===== src/rtl/ber_counter.sv =====
// PRBS bit-error-rate front end: self-syncs a local PRBS7/15/23/31 predictor to the
// received stream, then counts checked bits and errors while locked.
module ber_counter #(
  parameter int RECV_BW  = 58,
  parameter int ERR_BW   = 64,
  parameter int SYNC_LEN = 64,
  parameter int WIN_LEN  = 256,
  parameter int LOL_THR  = 64
) (
  input  logic              CLK,
  input  logic              RST,
  input  logic              DIN,
  input  logic              DIN_VALID,
  input  logic [1:0]        PRBS_SEL,
  input  logic              CLEAR,
  output logic              LOCKED,
  output logic              SAT,
  output logic [RECV_BW-1:0] RECV_CNT,
  output logic [ERR_BW-1:0]  ERR_CNT
);

  typedef enum logic [1:0] {HUNT, VERIFY, CHECK} state_t;

  localparam logic [7:0]         SYNC_L   = 8'(SYNC_LEN);
  localparam logic [15:0]        WIN_L    = 16'(WIN_LEN);
  localparam logic [15:0]        LOL_L    = 16'(LOL_THR);
  localparam logic [RECV_BW-1:0] RECV_MAX = '1;

  state_t      state;
  logic [30:0] sr;
  logic [1:0]  sel_q;
  logic [4:0]  fill;
  logic [7:0]  match_cnt;
  logic [15:0] win_cnt, win_err;

  logic        pred, err_bit;
  logic [4:0]  order;
  logic [15:0] win_cnt_nx, win_err_nx;

  always_comb begin
    order = 5'd7;
    pred  = sr[6] ^ sr[5];
    case (sel_q)
      2'd1:    begin order = 5'd15; pred = sr[14] ^ sr[13]; end
      2'd2:    begin order = 5'd23; pred = sr[22] ^ sr[17]; end
      2'd3:    begin order = 5'd31; pred = sr[30] ^ sr[27]; end
      default: ;
    endcase
  end

  assign err_bit    = DIN ^ pred;
  assign win_cnt_nx = win_cnt + 16'd1;
  assign win_err_nx = win_err + 16'(err_bit);

  always_ff @(posedge CLK) begin
    if (RST) begin
      state     <= HUNT;
      sr        <= '0;
      sel_q     <= PRBS_SEL;
      fill      <= '0;
      match_cnt <= '0;
      win_cnt   <= '0;
      win_err   <= '0;
      LOCKED    <= 1'b0;
      SAT       <= 1'b0;
      RECV_CNT  <= '0;
      ERR_CNT   <= '0;
    end else begin
      if (CLEAR) begin
        RECV_CNT <= '0;
        ERR_CNT  <= '0;
        SAT      <= 1'b0;
      end
      // A pattern change restarts acquisition from an empty predictor; the bit is dropped.
      if (PRBS_SEL != sel_q) begin
        sel_q   <= PRBS_SEL;
        state   <= HUNT;
        sr      <= '0;
        fill    <= '0;
        win_cnt <= '0;
        win_err <= '0;
        LOCKED  <= 1'b0;
      end else if (DIN_VALID) begin
        case (state)
          HUNT: begin
            sr   <= {sr[29:0], DIN};
            fill <= fill + 5'd1;
            if (fill + 5'd1 == order) begin
              state     <= VERIFY;
              match_cnt <= '0;
            end
          end
          VERIFY: begin
            sr <= {sr[29:0], DIN};
            if (!err_bit) begin
              match_cnt <= match_cnt + 8'd1;
              if (match_cnt + 8'd1 == SYNC_L) begin
                state   <= CHECK;
                LOCKED  <= 1'b1;
                win_cnt <= '0;
                win_err <= '0;
              end
            end else begin
              state <= HUNT;
              fill  <= '0;
            end
          end
          CHECK: begin
            // Feeding back the prediction keeps a line error from corrupting later predictions.
            sr <= {sr[29:0], pred};
            if (!CLEAR && RECV_CNT != RECV_MAX) begin
              RECV_CNT <= RECV_CNT + RECV_BW'(1);
              ERR_CNT  <= ERR_CNT + ERR_BW'(err_bit);
              SAT      <= (RECV_CNT + RECV_BW'(1)) == RECV_MAX;
            end
            if (win_err_nx == LOL_L) begin
              state   <= HUNT;
              fill    <= '0;
              LOCKED  <= 1'b0;
              win_cnt <= '0;
              win_err <= '0;
            end else if (win_cnt_nx == WIN_L) begin
              win_cnt <= '0;
              win_err <= '0;
            end else begin
              win_cnt <= win_cnt_nx;
              win_err <= win_err_nx;
            end
          end
          default: state <= HUNT;
        endcase
      end
    end
  end

endmodule


===== config.mk =====
export PLATFORM = sky130hd
export DESIGN_NAME = ber_counter
export DESIGN_NICKNAME = d
export VERILOG_FILES = /design/src/rtl/ber_counter.sv
export SDC_FILE = /design/constraint.sdc
export NUM_CORES = 1
export LEC_CHECK = 0
export CAP_MARGIN = 20
export CORE_ASPECT_RATIO = 0.6
export CORE_MARGIN = 2
export CORE_UTILIZATION = 52
export CTS_BUF_LIST = sky130_fd_sc_hd__clkbuf_2 sky130_fd_sc_hd__clkbuf_4 sky130_fd_sc_hd__clkbuf_8
export DETAILED_ROUTE_END_ITERATION = 6
export PLACE_DENSITY = 0.87
export SLEW_MARGIN = 5
export SYNTH_ARGS = -nofsm -noshare
export SYNTH_HDL_FRONTEND = slang
export SYNTH_SLANG_ARGS = --single-unit

===== constraint.sdc =====
create_clock -name CLK -period 4.2 [get_ports CLK]
set_clock_uncertainty 0.15 [all_clocks]
set_input_delay 0.84 -clock CLK [delete_from_list [all_inputs] [get_ports CLK]]
set_output_delay 0.84 -clock CLK [all_outputs]
set_load 0.02 [all_outputs]

==> qor.yml, run 1 <==
global_route:
  gr-max-usage-layer: "met2"
  grt_remaining_overflow: 0
  grt_usage: 0.279
  grt.met1_usage: 0.410
  antenna_found_initial: 0
  grt_pass1_vias: 10100
  grt_pass1_wl_um: 50900
  grt_use_met2: 0.415
  grt_max_degree: 37
  gr-usage-met3: 0.0601
routing:
  vias_per_cell: 6.08
  dr.pass1.iters: 5
  drt-total-wl_um: 31900
  ant_nets: 0
  drc: 0
  num_vias: 11200
  wl_per_cell_um: 17.3
  first_iter_violations: 1186
clock_tree:
  cts_buffer_depth: 3
  cts_sinks: 204
  post_cts_buffers: 0
  cts_made_buffers: 31
  clk_pin_slew_ps: 70
  cts_resized: 0
  ctsHoldBuffers: 0
  cts-root-buf: "clkbuf_8"
  cts_tree: "done"
  clock_latency_ps: 580
  htree_levels: 1
logic_synthesis:
  synth_cells: 1411
  synth_area_leaders: "dfxtp_1, nand2_1, nor2_1"
  synth_fp_nets: 1433
  synth.avg_cell_area_um2: 7.75
  synth_area_um2: 10900
  synth_top_area_frac: 0.370
  synth_cell_type_count: 71
  yosysSeqAreaShare: 0.375
  ys_async_sr_fraction: 0
  synth_flop_cell: "dfxtp_1"
  yosysWarnings: 0
  synth_edf_count: 2
  ys_ff_latch: 204
  synth_top_area_cell: "dfxtp_1"
floorplanning:
  io_pins: 131
  fp-row-count: 41
  fp.dieH_um: 116
  design.core.area_um2: 20800
  die-area_um2: 22200
  initial_utilization: 0.525
  fp.dieW_um: 191
power:
  powerDensity_nw_per_um2: 303
  power.leakage_nw: 4.39
  peakVddDrop_mv: 0.312
sta:
  fin_crit_sh: 0.916
  grt_setup_unrepaired: "false"
  holdWs_ps: 298
  fin_crit_ps: 3850
  hold_violations: 0
  max_freq_ghz: 0.260
  setup_viol: 0
  tightest_slew_ps: 1060
  drv_slew: 0
  slew_headroom: 0.286
setup_path:
  path_max_fanout: 12
  worstPathArrival_ps: 4170
  start_kind: "flop"
  path_class: "reg -> reg"
  cp.required_ps: 4520
  endpoint_kind: "flop"
  worstRegToRegCells: 15
placement:
  gp_congestion: 0.961
  dpl.hpwl_um: 22700
  io_buffers: 130
  placed_cell_area_um2: 12600
final_layout:
  fin_area_um2: 13400
  n_antenna_cell: 0
  num-fill-cells: 1729
  syn2layout_area_growth_pct: 22.9
  drive_gt1_frac: 0.0847
  fin_nets: 1569
hold_path:
  min_path_type: "reg -> reg"
  hold_depth: 2
run:
  cap_violations: 0
status:
  status: "completed"
[cell usage in the layout (no fill, tap or decap), types with 7 or more instances in the layout]
cell type and count:
a311oi_1 9, ha_1 15, nand2_1 169, nor3_1 39, a21oi_1 118, and4_1 18, nand3_1 86, a22o_1 14
dfxtp_1 202, buf_4 45, or2_2 10, a31oi_1 9, xnor2_1 58, and3_1 34, inv_1 26, a21o_1 17
clkbuf_8 43, and2_1 16, nor4_1 22, nand2b_1 7, or3_1 40, o21ai_1 7, xor2_1 39, o21ai_0 66
o31ai_1 7, clkdlybuf4s50_1 129, nor2_1 161, nand4_1 54
[cell families after synthesis]
kind of cell	count (synthesis)	synth area share
compound gates	294	0.166
xor+xnor	97	0.0777
fa+ha+maj	15	0.0172
buf+inv	101	0.0383
flops	204	0.375
mux	7	0.00767
simple gates	693	0.318
[layout make-up]
type	instances	area [um^2]	share of cell area
Timing Repair Buffer	176	1650	0.123
Tap cell	279	349	0.0260
Inverter	27	101	0.00754
Multi-Input combinational cell	1107	6450	0.480
Clock buffer	48	629	0.0468
Sequential cell	204	4100	0.305
Clock inverter	9	148	0.0110
[worst paths after layout]
kind	from	to	slack, ps
hold reg to reg	sr[8]	sr[9]	300
setup / recovery	sel_q[0]	win_err[10]	350
setup reg to reg	sel_q[0]	win_err[10]	350
hold / removal	sr[8]	sr[9]	300
[routing by layer]
layer | wire length, um | share of wire | vias to the layer above
li1 | - | - | 5355
met1 | 14700 | 0.46 | 5260
met2 | 13100 | 0.41 | 553
met3 | 3340 | 0.10 | 75
met4 | 700 | 0.022 | 0
met5 | 0 | 0 | -
[flip-flops by register name, indices dropped and copies added (netlist names), 5 cells and up]
| signal | count |
|---|---|
| ERR_CNT | 64 |
| win_err | 16 |
| sr | 31 |
| win_cnt | 16 |
| match_cnt | 8 |
| RECV_CNT | 58 |
| fill | 5 |
[synthesized netlist by cell type, types with 6 or more instances]
| library cell | count |
|---|---|
| nor3_1 | 39 |
| a31oi_1 | 10 |
| and2_1 | 16 |
| or3_1 | 40 |
| buf_2 | 8 |
| nand2b_1 | 7 |
| a22oi_1 | 6 |
| xnor2_1 | 58 |
| o31ai_1 | 7 |
| o21ai_1 | 7 |
| nand4_1 | 54 |
| or2_2 | 10 |
| nand3_1 | 86 |
| ha_1 | 15 |
| o21ai_0 | 66 |
| dfxtp_1 | 202 |
| and4_1 | 18 |
| and3_1 | 35 |
| a311oi_1 | 10 |
| a21o_1 | 17 |
| nand2_1 | 169 |
| xor2_1 | 39 |
| clkbuf_1 | 61 |
| a21oi_1 | 119 |
| nor2_1 | 161 |
| a22o_1 | 14 |
| inv_1 | 26 |
| nor4_1 | 22 |
[stage by stage]
| stage | utilization | std cells | setup TNS [ps] | worst slack, ps | power [mW] |
|---|---|---|---|---|---|
| CTS | 0.645 | 1849 | 0 | 128 | 4.08 |
| detailed placement | 0.607 | 1792 | -5260 | -267 | 2.10 |
| floorplan | - | 1411 | 0 | 390 | 2.06 |
| global placement | 0.607 | 1792 | -2920 | -181 | 2.09 |
| global route | 0.645 | 1850 | 0 | 85.9 | 4.19 |
| finish | 0.645 | 1850 | 0 | 353 | 4.07 |
[report_power, final]
group          switching, mW  total, mW  leakage [nW]  internal [mW]
Clock                  0.811       2.01         0.404           1.20
Sequential           0.00291       1.94          1.65           1.94
Combinational         0.0826      0.115          2.34         0.0320
Total                  0.896       4.07          4.39           3.17
[critical path: stages, from the launching register on]
cell and delay [ps]:
edfxtp_1 420, mux4_2 570, xor2_1 180, inv_1 80, ha_1 180, ha_1 280, nand3_1 150, buf_4 170
xnor2_1 110, a311oi_1 280, buf_4 160, a211oi_4 40, a31oi_4 230, and3_4 320, nand2_2 170, o31ai_1 250
(Power assumes the default switching activity.)
==> run 2: changes to the inputs <==
- PLACE_DENSITY: 0.87 -> 0.75
==> qor.yml, run 2 (synthesis results as in run 1) <==
global_route:
  grt_usage: 0.273  # was 0.279
  antenna_found_initial: 0  # unchanged
  grt_remaining_overflow: 0  # unchanged
  grt_max_degree: 50  # was 37
  grt_pass1_wl_um: 49200  # was 50900 um
  grt_pass1_vias: 9450  # was 10100
sta:
  drv_slew: 0  # unchanged
  holdWs_ps: 298  # about the same
  hold_violations: 0  # unchanged
  fin_crit_ps: 3960  # was 3850 ps
  max_freq_ghz: 0.252  # was 0.260 GHz
  tightest_slew_ps: 1010  # was 1060 ps
  setup_viol: 0  # unchanged
  slew_headroom: 0.329  # was 0.286
  fin_crit_sh: 0.943  # was 0.916
final_layout:
  fin_nets: 1574  # was 1569
  final_cell_mix: "dfxtp_1, nand2_1, nor2_1, clkdlybuf4s50_1, a21oi_1"  # unchanged
  drive_gt1_frac: 0.0882  # was 0.0847
  num-fill-cells: 1858  # was 1729
  syn2layout_area_growth_pct: 22.6  # was 22.9%
  final_common_cell: "dfxtp_1"  # unchanged
  reg.largest.list: "ERR_CNT x64, RECV_CNT x58, sr x31"  # unchanged
  largest_reg_flops: 64  # unchanged
  n_antenna_cell: 0  # unchanged
  finalCoreUtilization: 0.644  # was 0.645
  regMostFlops: "ERR_CNT"  # unchanged
  fin_cells: 1855  # was 1850
setup_path:
  crit_slowest_cell: "mux4_2"  # unchanged
  crit_path_frequent_cell: "buf_4"
  path_max_fanout: 8  # was 12
  cp.required_ps: 4460  # was 4520 ps
  path_class: "reg -> reg"  # unchanged
  worstPathArrival_ps: 4220  # was 4170 ps
  worstRegToRegCells: 17  # was 15
  max_stage_delay_ps: 520  # was 570 ps
  start_kind: "flop"  # unchanged
  critical_path.cell_chain: "xnor2_1 > mux4_2 > xor2_2 > inv_1 > ha_1 > ha_2 > buf_4 > nor3_1 > a31oi_1 > or3_1 > nor4_2 > buf_4 > a31oi_4 > and3_1 > buf_4 > a21o_1 > a22o_1"  # was mux4_2 > xor2_1 > inv_1 > ha_1 > ha_1 > nand3_1 > buf_4 > xnor2_1 > a311oi_1 > buf_4 > a211oi_4 > a31oi_4 > and3_4 > nand2_2 > o31ai_1
  endpoint_kind: "flop"  # unchanged
routing:
  first_iter_violations: 1229  # was 1186
  drt-total-wl_um: 30900  # was 31900 um
  vias_per_cell: 5.90  # was 6.08
  num_vias: 10900  # was 11200
  ant_nets: 0  # unchanged
  dr.pass1.iters: 6  # was 5
  drc: 0  # unchanged
  wl_per_cell_um: 16.7  # was 17.3 um
floorplanning:
  io_pins: 131  # unchanged
  fp.dieW_um: 191  # unchanged
  initial_utilization: 0.525  # unchanged
  die-area_um2: 22200  # unchanged
  fp.dieH_um: 116  # unchanged
  design.core.area_um2: 20800  # unchanged
  fp-row-count: 41  # unchanged
clock_tree:
  cts_buffer_depth: 3  # unchanged
  cts-root-buf: "clkbuf_8"  # unchanged
  cts_sinks: 204  # unchanged
  htree_levels: 2  # was 1
  ctsHoldBuffers: 0  # unchanged
  clock_latency_ps: 540  # was 580 ps
  cts_tree: "done"  # unchanged
  cts_made_buffers: 34  # was 31
  clk_pin_slew_ps: 70  # about the same
placement:
  dpl.hpwl_um: 22100  # was 22700 um
  gp_congestion: 0.921  # was 0.961
  io_buffers: 130  # unchanged
  dp.cells: 1791  # was 1792
hold_path:
  hold_depth: 2  # unchanged
  min_path_type: "reg -> reg"  # unchanged
power:
  peakVddDrop_mv: 0.304  # was 0.312 mV
  power.leakage_nw: 4.38  # was 4.39 nW
  powerDensity_nw_per_um2: 291  # was 303 nW/um^2
  power_mw: 3.90  # was 4.07 mW
status:
  status: "completed"  # unchanged
run:
  cap_violations: 0  # unchanged
-- run 2: final timing paths --
kind                            startpoint          to  slack, ps
worst max-delay path                 sr[6]  win_cnt[4]        240
worst max register to register       sr[6]  win_cnt[4]        240
worst min register to register       sr[4]       sr[5]        300
worst min-delay path                 sr[4]       sr[5]        300
-- run 2: layout make-up --
class / count / area [um^2] / share of cell area
Clock buffer: 54 / 674 / 0.0503
Clock inverter: 6 / 38.8 / 0.00289
Inverter: 27 / 101 / 0.00756
Multi-Input combinational cell: 1106 / 6450 / 0.481
Sequential cell: 204 / 4100 / 0.306
Tap cell: 279 / 349 / 0.0260
Timing Repair Buffer: 179 / 1690 / 0.126
-- run 2: per-stage QoR --
stage / instance area [um^2] / setup slack [ps] / setup TNS [ps]
2_1_floorplan: 10900 / 390 / 0
3_3_place_gp: 12700 / -1.28 / -1.28
3_5_place_dp: 12700 / -155 / -2220
4_1_cts: 13400 / 181 / 0
5_1_grt: 13400 / -5.57 / -5.57
6_report: 13400 / 237 / 0
-- run 2: repair_timing --
item / in CTS / in global routing
gates resized for setup: 0 / 2
buffers inserted: 0 / 4
endpoints found under the hold margin: 0 / 0
setup endpoints to repair: 0 / 24
-- run 2: critical path, delay by kind of cell, from the launching register on --
kind	cells	cell delay (ps)
buf+inv	4	570
flops	1	340
fa+ha+maj	2	430
compound gates	4	520
simple gates	4	970
mux	1	520
xor+xnor	2	340
-- run 2: report_power, final --
| group | leakage (nW) | internal [mW] | switching (mW) |
|---|---|---|---|
| sequential | 1.65 | 1.94 | 0.00273 |
| clock | 0.376 | 1.02 | 0.818 |
| combinational | 2.35 | 0.0359 | 0.0804 |
-- run 2: layer usage --
metal / wire [um] / track usage / vias to the layer above / share of wire
li1: - / - / 5355 / -
met1: 15100 / 0.419 / 5113 / 0.49
met2: 12600 / 0.383 / 437 / 0.41
met3: 2760 / 0.0589 / 42 / 0.089
met4: 511 / 0.0697 / 0 / 0.017
met5: 0 / 0 / - / 0
==> run 3: changes to the inputs <==
- MAX_ROUTING_LAYER: not set -> met4
==> qor.yml, run 3 (synthesis results as in run 1) <==
status:
  status: "completed"  # unchanged
setup_path:
  critPathTopFamily: "simple AND/OR/NAND/NOR gates"  # unchanged
  critical_path.cell_chain: "xnor2_1 > mux4_2 > xor2_2 > inv_1 > ha_1 > ha_2 > nand3_1 > buf_4 > xnor2_1 > a311oi_1 > buf_4 > a211oi_4 > a31oi_4 > and3_1 > nand2_2 > o31ai_1"  # was xnor2_1 > mux4_2 > xor2_2 > inv_1 > ha_1 > ha_2 > buf_4 > nor3_1 > a31oi_1 > or3_1 > nor4_2 > buf_4 > a31oi_4 > and3_1 > buf_4 > a21o_1 > a22o_1
  crit_slowest_cell: "mux4_2"  # unchanged
  path_buf_inv: 3  # was 4
  path_max_fanout: 12  # was 8
  max_stage_delay_ps: 520  # about the same
  r2r_setup_slack_ps: 250  # was 240 ps
  path_class: "reg -> reg"  # unchanged
  start_kind: "flop"  # unchanged
  worstPathArrival_ps: 4270  # was 4220 ps
  endpoint_kind: "flop"  # unchanged
  cp.required_ps: 4520  # was 4460 ps
routing:
  wl_per_cell_um: 17.1  # was 16.7 um
  met3_wirelength_um: 3110  # was 2760 um
  first_iter_violations: 1069  # was 1229
  wl_met2_um: 12900  # was 12600 um
  ant_nets: 0  # unchanged
  dr.pass1.iters: 7  # was 6
  top_layer_used: "met4"  # unchanged
  drc: 0  # unchanged
  drt-total-wl_um: 31700  # was 30900 um
  num_vias: 11100  # was 10900
  wl_met1_um: 15200  # was 15100 um
  vias_per_cell: 5.95  # was 5.90
global_route:
  grt_max_degree: 50  # unchanged
  grt_pass1_vias: 9827  # was 9450
  grt_pass1_wl_um: 50400  # was 49200 um
  grt_remaining_overflow: 0  # unchanged
  antenna_found_initial: 0  # unchanged
  grt_usage: 0.288  # was 0.273
clock_tree:
  htree_levels: 2  # unchanged
  cts_made_buffers: 34  # unchanged
  cts_tree: "done"  # unchanged
  clock_latency_ps: 550  # was 540 ps
  cts-root-buf: "clkbuf_8"  # unchanged
  cts_sinks: 204  # unchanged
  cts_buffer_depth: 3  # unchanged
  clk_pin_slew_ps: 70  # about the same
  ctsHoldBuffers: 0  # unchanged
floorplanning:
  die-area_um2: 22200  # unchanged
  fp.dieH_um: 116  # unchanged
  io_pins: 131  # unchanged
  design.core.area_um2: 20800  # unchanged
  fp-row-count: 41  # unchanged
  fp.dieW_um: 191  # unchanged
  initial_utilization: 0.525  # unchanged
final_layout:
  largest_reg_flops: 64  # unchanged
  fin_area_um2: 13400  # about the same
  final_cell_mix: "dfxtp_1, nand2_1, nor2_1, clkdlybuf4s50_1, a21oi_1"  # unchanged
  n_antenna_cell: 0  # unchanged
  final_common_cell: "dfxtp_1"  # unchanged
  finalCoreUtilization: 0.645  # was 0.644
  reg.largest.list: "ERR_CNT x64, RECV_CNT x58, sr x31"  # unchanged
  fin_nets: 1578  # was 1574
  drive_gt1_frac: 0.0911  # was 0.0882
  regMostFlops: "ERR_CNT"  # unchanged
  syn2layout_area_growth_pct: 22.8  # was 22.6%
  fin_cells: 1860  # was 1855
sta:
  setup_viol: 0  # unchanged
  drv_slew: 0  # unchanged
  hold_violations: 0  # unchanged
  fin_crit_sh: 0.941  # was 0.943
  slew_headroom: 0.279  # was 0.329
  max_freq_ghz: 0.253  # was 0.252 GHz
  tightest_slew_ps: 1080  # was 1010 ps
  fin_crit_ps: 3950  # was 3960 ps
placement:
  gp_congestion: 0.934  # was 0.921
  io_buffers: 130  # unchanged
  dp.cells: 1796  # was 1791
  dpl.hpwl_um: 22600  # was 22100 um
  placed_cell_area_um2: 12700  # about the same
run:
  cap_violations: 0  # unchanged
hold_path:
  min_path_type: "reg -> reg"  # unchanged
power:
  peakVddDrop_mv: 0.224  # was 0.304 mV
  powerDensity_nw_per_um2: 292  # was 291 nW/um^2
  power.leakage_nw: 4.40  # was 4.38 nW
-- run 3: area by class of cell --
type / count / area [um^2]
multi-input cells: 1107 / 6460
inverters: 27 / 101
clock buffers: 53 / 654
repair buffers: 182 / 1710
well taps: 279 / 349
flip-flops and latches: 204 / 4100
fillers: 1851 / 7390
clock inverters: 8 / 48.8
-- run 3: metrics by stage --
step	worst slack [ps]	hold slack [ps]	total power [mW]	TNS [ps]
2_1_floorplan	390	282	2.06	0
3_3_place_gp	-120	288	2.10	-1530
3_5_place_dp	-226	294	2.10	-4280
4_1_cts	138	301	3.94	0
5_1_grt	-2.68	320	4.03	-2.68
6_report	248	298	3.92	0
-- run 3: power by group --
part,switching (mW),total [mW],internal [mW]
clock,0.859,1.86,0.998
sequential,0.00253,1.94,1.94
combinational,0.0816,0.117,0.0350
total,0.943,3.92,2.97
-- run 3: routing by layer --
metal,global-route usage,vias to the layer above
met4,0.0800,0
met5,-,-
met3,0.0730,50
li1,-,5368
met2,0.399,461
met1,0.412,5182
-- run 3: worst min-delay path: cells and delay by family (launching register included) --
kind | cells | cell delay (ps)
flip-flops | 1 | 310
AND/OR/NAND/NOR | 1 | 50
AO/OA/AOI/OAI | 1 | 50
-- run 3: timing repair --
action                     in CTS  in global routing
setup endpoints to repair       0                 27
buffers inserted                0                  2
resized for setup               0                  3
-- run 3: path summary, 6_finish.rpt --
check,start,end,cells past startpoint
setup / recovery,sr[17],win_err[10],16
hold / removal,sr[15],sr[16],2
setup reg to reg,sr[17],win_err[10],16
hold reg to reg,sr[15],sr[16],2
==> edit 1, RTL diff (config.mk and constraints of run 3) <==
Change the parameter `RECV_BW` from 58 to 54.
--- a/src/rtl/ber_counter.sv
+++ b/src/rtl/ber_counter.sv
@@ -2,5 +2,5 @@
 // received stream, then counts checked bits and errors while locked.
 module ber_counter #(
-  parameter int RECV_BW  = 58,
+  parameter int RECV_BW  = 54,
   parameter int ERR_BW   = 64,
   parameter int SYNC_LEN = 64,
Interface: changed (resized RECV_CNT); port bits go from 131 to 127. The function was not compared with the original's and may differ.
==> edit 1 against run 3 <==
Setup slack got worse by 62 ps; count of clock-buffer cells in the layout fell by 36; final cell count decreased by 8.1%; wire length decreased by 12%; sequential cell count is 4 lower; first-iteration DRC count increased by 17%; via count decreased by 9.8%; largest cell class unchanged; global-route usage shrank 1.4 points; design area is 8.1% lower; area after synthesis down 5.3%; die area decreased by 5.2%; critical path type unchanged; total power is 18% lower.
==> edit 1: results (changes against run 3) <==
* Hold WC Path Type: flop to flop
* Via count at 9981 (-9.8%)
* Worst-path clk slew at 110 ps (+40 ps)
* Lkg Pwr at 3.71 nW (-16%)
* CTS buffer count at 17 (-50%)
* Largest net degree at the start of global routing at 46 (-8.0%)
* Clk root buf: clkbuf_8
* Rel. slew slack at 32.4% (+4.5 points)
* First-pass GRT wire length at 45000 um (-11%)
* Dpl ws at -271 ps (-44.3 ps)
* Post-synth ARST share at 0% (unchanged)
* Per-cell routed wire length at 16.3 um (-4.4%)
* Worst Path Class, Setup: flop to flop
* Synth warnings at 0 (unchanged)
* Clock Latency Late Sink at 500 ps (-50 ps)
* Run status: finished, final reports clean
* EDFF count, synth at 2 (unchanged)
* Synth area leaders: dfxtp_1, xnor2_1, nor2_1, nand2_1, xor2_1
* CTS max path bufs at 2 (-1)
* Crit path DAT at 4290 ps (+20 ps)
* Post-synth top cells: dfxtp_1, nor2_1, nand2_1, nand3_1, a21oi_1
* Crit path max fanout at 9 (-3)
* Vias in the first global route at 8590 (-13%)
* H-tree depth at 4 (+2)
* Syn avg cell area at 7.83 sq um (+0.99%)
* Initial antenna violation count at 0 (unchanged)
* Nets@finish at 1453 (-7.9%)
* Unique cell type count in the Yosys netlist at 67 (-5.6%)
* Final Non-Filler Cells at 1710 (-8.1%)
* RePlAce Congestion at 0.940 (+0.58%)
* Initial drt markers at 1247 (+17%)
* Max IR drop VDD at 216 uV (-3.6%)
* Overall routing resource usage at 27.5% (-1.4 points)
* Inserted Diodes at 0 (unchanged)
* Seq/Total Area, Yosys at 38.9% (+1.3 points)
* Ys flop type: dfxtp_1
* Syn nets at 1345 (-6.1%)
* Share of cells above drive strength 1 at 6.30% (-2.8 points)
* Detail Placement HPWL at 20400 um (-9.9%)
* Port buffer count at 126 (-3.1%)
* Biggest registers after layout: ERR_CNT x64, RECV_CNT x54, sr x31
* Drt pass-1 iters at 5 (-2)
==> edit 1: kinds of logic (layout without fill, tap and decap cells) <==
| logic type | Yosys count | after routing | synth area share [%] |
|---|---|---|---|
| and+or+nand+nor | 677 | 677 | 32.4 |
| DFF | 200 | 200 | 38.9 |
| AOI/OAI and AO/OA | 187 | 187 | 10.8 |
| xor gates and xnor gates | 133 | 133 | 11.2 |
| buffers and inverters | 102 | 223 | 3.87 |
| adders and majority gates | 15 | 15 | 1.81 |
| muxes | 9 | 9 | 1.00 |
==> edit 1: worst max-delay path: stages, from the launching register on <==
cell and delay [ps]:
dfxtp_1 340, xnor2_1 130, mux4_2 540, xnor2_2 170, ha_1 210, buf_4 150, a311oi_1 290, a31oi_1 60
or4_1 420, a211o_1 320, o41ai_4 270, buf_12 180, nand2_2 80, or4_1 480, a21oi_1 150
==> edit 1: final timing paths <==
check                           start              endpoint  slack [ps]  cells after the start
hold reg to reg   sr[15]$_SDFFE_PP0P_   sr[16]$_SDFFE_PP0P_         300                      2
setup / recovery  sr[30]$_SDFFE_PP0P_  fill[4]$_SDFFE_PP0P_         190                     14
hold / removal    sr[15]$_SDFFE_PP0P_   sr[16]$_SDFFE_PP0P_         300                      2
setup reg to reg  sr[30]$_SDFFE_PP0P_  fill[4]$_SDFFE_PP0P_         190                     14
==> edit 1: what timing repair did <==
action	in CTS	in global routing
endpoints found under the setup margin	0	19
buffers inserted	0	1
gates resized for setup	0	6
==> edit 1: routing by layer <==
metal | GRT usage (%) | share of wire (%)
met4 | 6.30 | 1.3
met1 | 43.4 | 50
met5 | - | 0
met2 | 34.9 | 39
met3 | 5.50 | 9.7
==> edit 1: through the flow <==
step                area [sq um]  util [%]  power (W)  TNS (ps)
floorplan                  10400         -    0.00201         0
global route               12300      64.0    0.00330         0
finish                     12300      64.0    0.00319         0
CTS                        12300      63.8    0.00322         0
global placement           11900      61.9    0.00204     -1710
detailed placement         11900      61.9    0.00204     -3290
==> edit 1: area by class of cell <==
cell class	count	area (sq um)
fill	1713	6930
multi-input combinational	1021	5970
sequential	200	4030
timing repair buffer	160	1530
tap	266	333
clock buffer	17	234
clock inverter	15	133
inverter	31	116
==> edit 1: report_power, final <==
group / leakage (nW) / internal (W) / total, W / switching (W)
Sequential: 1.62 / 0.00190 / 0.00190 / 0.00000252
Clock: 0.184 / 0.000434 / 0.00120 / 0.000765
Combinational: 1.91 / 0.0000252 / 0.0000916 / 0.0000664
==> edit 2, RTL diff (settings of run 3) <==
Without the edit above. Put one more register stage on the output `ERR_CNT`. The value now appears one clock later. The other outputs are not delayed to match.
--- a/src/rtl/ber_counter.sv
+++ b/src/rtl/ber_counter.sv
@@ -26,4 +26,6 @@
   localparam logic [15:0]        LOL_L    = 16'(LOL_THR);
   localparam logic [RECV_BW-1:0] RECV_MAX = '1;
+
+  logic [ERR_BW-1:0] ERR_CNT_s0;
 
   state_t      state;
@@ -65,9 +67,9 @@
       SAT       <= 1'b0;
       RECV_CNT  <= '0;
-      ERR_CNT   <= '0;
+      ERR_CNT_s0 <= '0;
     end else begin
       if (CLEAR) begin
         RECV_CNT <= '0;
-        ERR_CNT  <= '0;
+        ERR_CNT_s0 <= '0;
         SAT      <= 1'b0;
       end
@@ -111,5 +113,5 @@
             if (!CLEAR && RECV_CNT != RECV_MAX) begin
               RECV_CNT <= RECV_CNT + RECV_BW'(1);
-              ERR_CNT  <= ERR_CNT + ERR_BW'(err_bit);
+              ERR_CNT_s0 <= ERR_CNT_s0 + ERR_BW'(err_bit);
               SAT      <= (RECV_CNT + RECV_BW'(1)) == RECV_MAX;
             end
@@ -134,4 +136,8 @@
   end
 
+  always_ff @(posedge CLK) begin
+    ERR_CNT <= ERR_CNT_s0;
+  end
+
 endmodule
 
Check against the original RTL: not settled (the Yosys comparison gave no result); the edit may change what the design does.
==> edit 2 against run 3 <==
Wire length hardly changed; clock power is 19% higher; sequential share of layout area is 6.2 points higher; worst hold slack worse by 80 ps; total power is 24% higher; sequential cell count is 64 higher; area after synthesis is 9.6% higher; setup slack worse by 76 ps; critical path depth is 2 lower; design area is 9.1% higher; largest power group unchanged.
==> edit 2: results (changes against run 3) <==
* Met1 GRT Util at 42.1% (+0.85 points)
* Via count at 10800 (-2.3%)
* DR WL met2 at 12300 um (-4.9%)
* Lkg Pwr at 4.85 nW (+10%)
* Fillers at 1872 (+1.1%)
* Overall routing resource usage at 26.8% (-2.1 points)
* Biggest registers after layout: ERR_CNT x64, ERR_CNT_s0 x64, RECV_CNT x58
* Crit path DAT at 4360 ps (+90 ps)
* Run status: finished, final reports clean
* Rel. slew slack at 43.8% (+16 points)
* Post-synth top cells: dfxtp_1, nor2_1, nand2_1, nand3_1, xor2_1
* Largest net degree at the start of global routing at 60 (+20%)
* RePlAce Congestion at 0.946 (+1.3%)
* Drt pass-1 iters at 6 (-1)
* Tmin final at 4030 ps (+76.3 ps)
* Max IR drop VDD at 249 uV (+11%)
* Dpl ws at -295 ps (-68.0 ps)
* Seq/Total Area, Yosys at 44.9% (+7.4 points)
* Crit path max fanout at 4 (-8)
* Synth area leaders: dfxtp_1, nor2_1, nand2_1, xor2_1, xnor2_1
* Grt met2 use at 34.2% (-5.7 points)
* GRT met3 Usage at 5.68% (-1.6 points)
* First-pass GRT wire length at 50300 um (-0.22%)
* Met3 routed WL at 2690 um (-13%)
* Initial drt markers at 1031 (-3.6%)
* Per-cell routed wire length at 16.7 um (-1.9%)
-- edit 2: changes by cell type in the layout (fill, tap and decap cells not counted), sizes merged, moves of 14 or more --
cell,change
dfxtp,+64
a22o,-14
a21oi,-52
nor2,+22
xor2,+32
o21ai,-22
-- edit 2: path summary, 6_finish.rpt --
check / start / endpoint / slack, ps / cells past startpoint
worst max-delay path: sr[22]$_SDFFE_PP0P_ / fill[2]$_SDFFE_PP0P_ / 170 / 14
worst min-delay path: ERR_CNT_s0[28]$_SDFF_PP0_ / ERR_CNT[28]$_DFF_P_ / 220 / 0
worst max register to register: sr[22]$_SDFFE_PP0P_ / fill[2]$_SDFFE_PP0P_ / 170 / 14
worst min register to register: ERR_CNT_s0[28]$_SDFF_PP0_ / ERR_CNT[28]$_DFF_P_ / 220 / 0
-- edit 2: cell families (layout without fill, tap and decap cells) --
| family | Yosys count | in the layout | synth area share, % |
|---|---|---|---|
| compound gates | 194 | 194 | 10.1 |
| xor+xnor | 138 | 138 | 10.2 |
| fa+ha+maj | 15 | 15 | 1.57 |
| buf+inv | 91 | 269 | 3.13 |
| flops | 268 | 268 | 44.9 |
| mux | 11 | 11 | 1.04 |
| simple gates | 694 | 694 | 29.0 |
-- edit 2: worst max-delay path, cell delays in order (launching register included) --
cell and delay (ps):
dfxtp_1 340, xnor2_1 160, mux4_2 550, xnor2_4 190
ha_4 150, ha_2 200, nand4_4 140, buf_4 180
mux2i_1 170, a21boi_2 90, nor4_4 320, a21boi_2 100
or4_4 550, or4b_1 520, a21oi_1 140
-- edit 2: metrics by stage --
step | instance area (sq um) | std cells | hold slack (ps) | setup TNS [ps] | util (%)
after global routing | 14700 | 1897 | 222 | 0 | 65.6
after global placement | 13800 | 1831 | 209 | -1270 | 61.8
after floorplan | 12000 | 1411 | 200 | 0 | -
final | 14700 | 1897 | 218 | 0 | 65.6
after CTS | 14600 | 1897 | 216 | 0 | 65.5
after detailed placement | 13800 | 1831 | 217 | -1680 | 61.8
-- edit 2: final cells by class --
type                       instances  area (sq um)  share of cell area (%)
multi-input combinational       1052          6300                    43.0
tap                              308           385                    2.63
sequential                       268          5390                    36.8
clock inverter                     7          77.6                   0.529
timing repair buffer             175          1650                    11.3
inverter                          28           105                   0.717
clock buffer                      59           749                    5.11
-- edit 2: what timing repair did --
item,4_1_cts,5_1_grt
hold buffers,0,0
setup endpoints to repair,0,4
resized for setup,0,6
-- edit 2: power breakdown --
part / switching, W / internal [W] / leakage, nW / total (W)
logic: 0.0000689 / 0.0000285 / 2.25 / 0.0000974
registers: 0.00000210 / 0.00255 / 2.16 / 0.00255
clock network: 0.00101 / 0.00121 / 0.436 / 0.00222
total: 0.00108 / 0.00378 / 4.85 / 0.00487
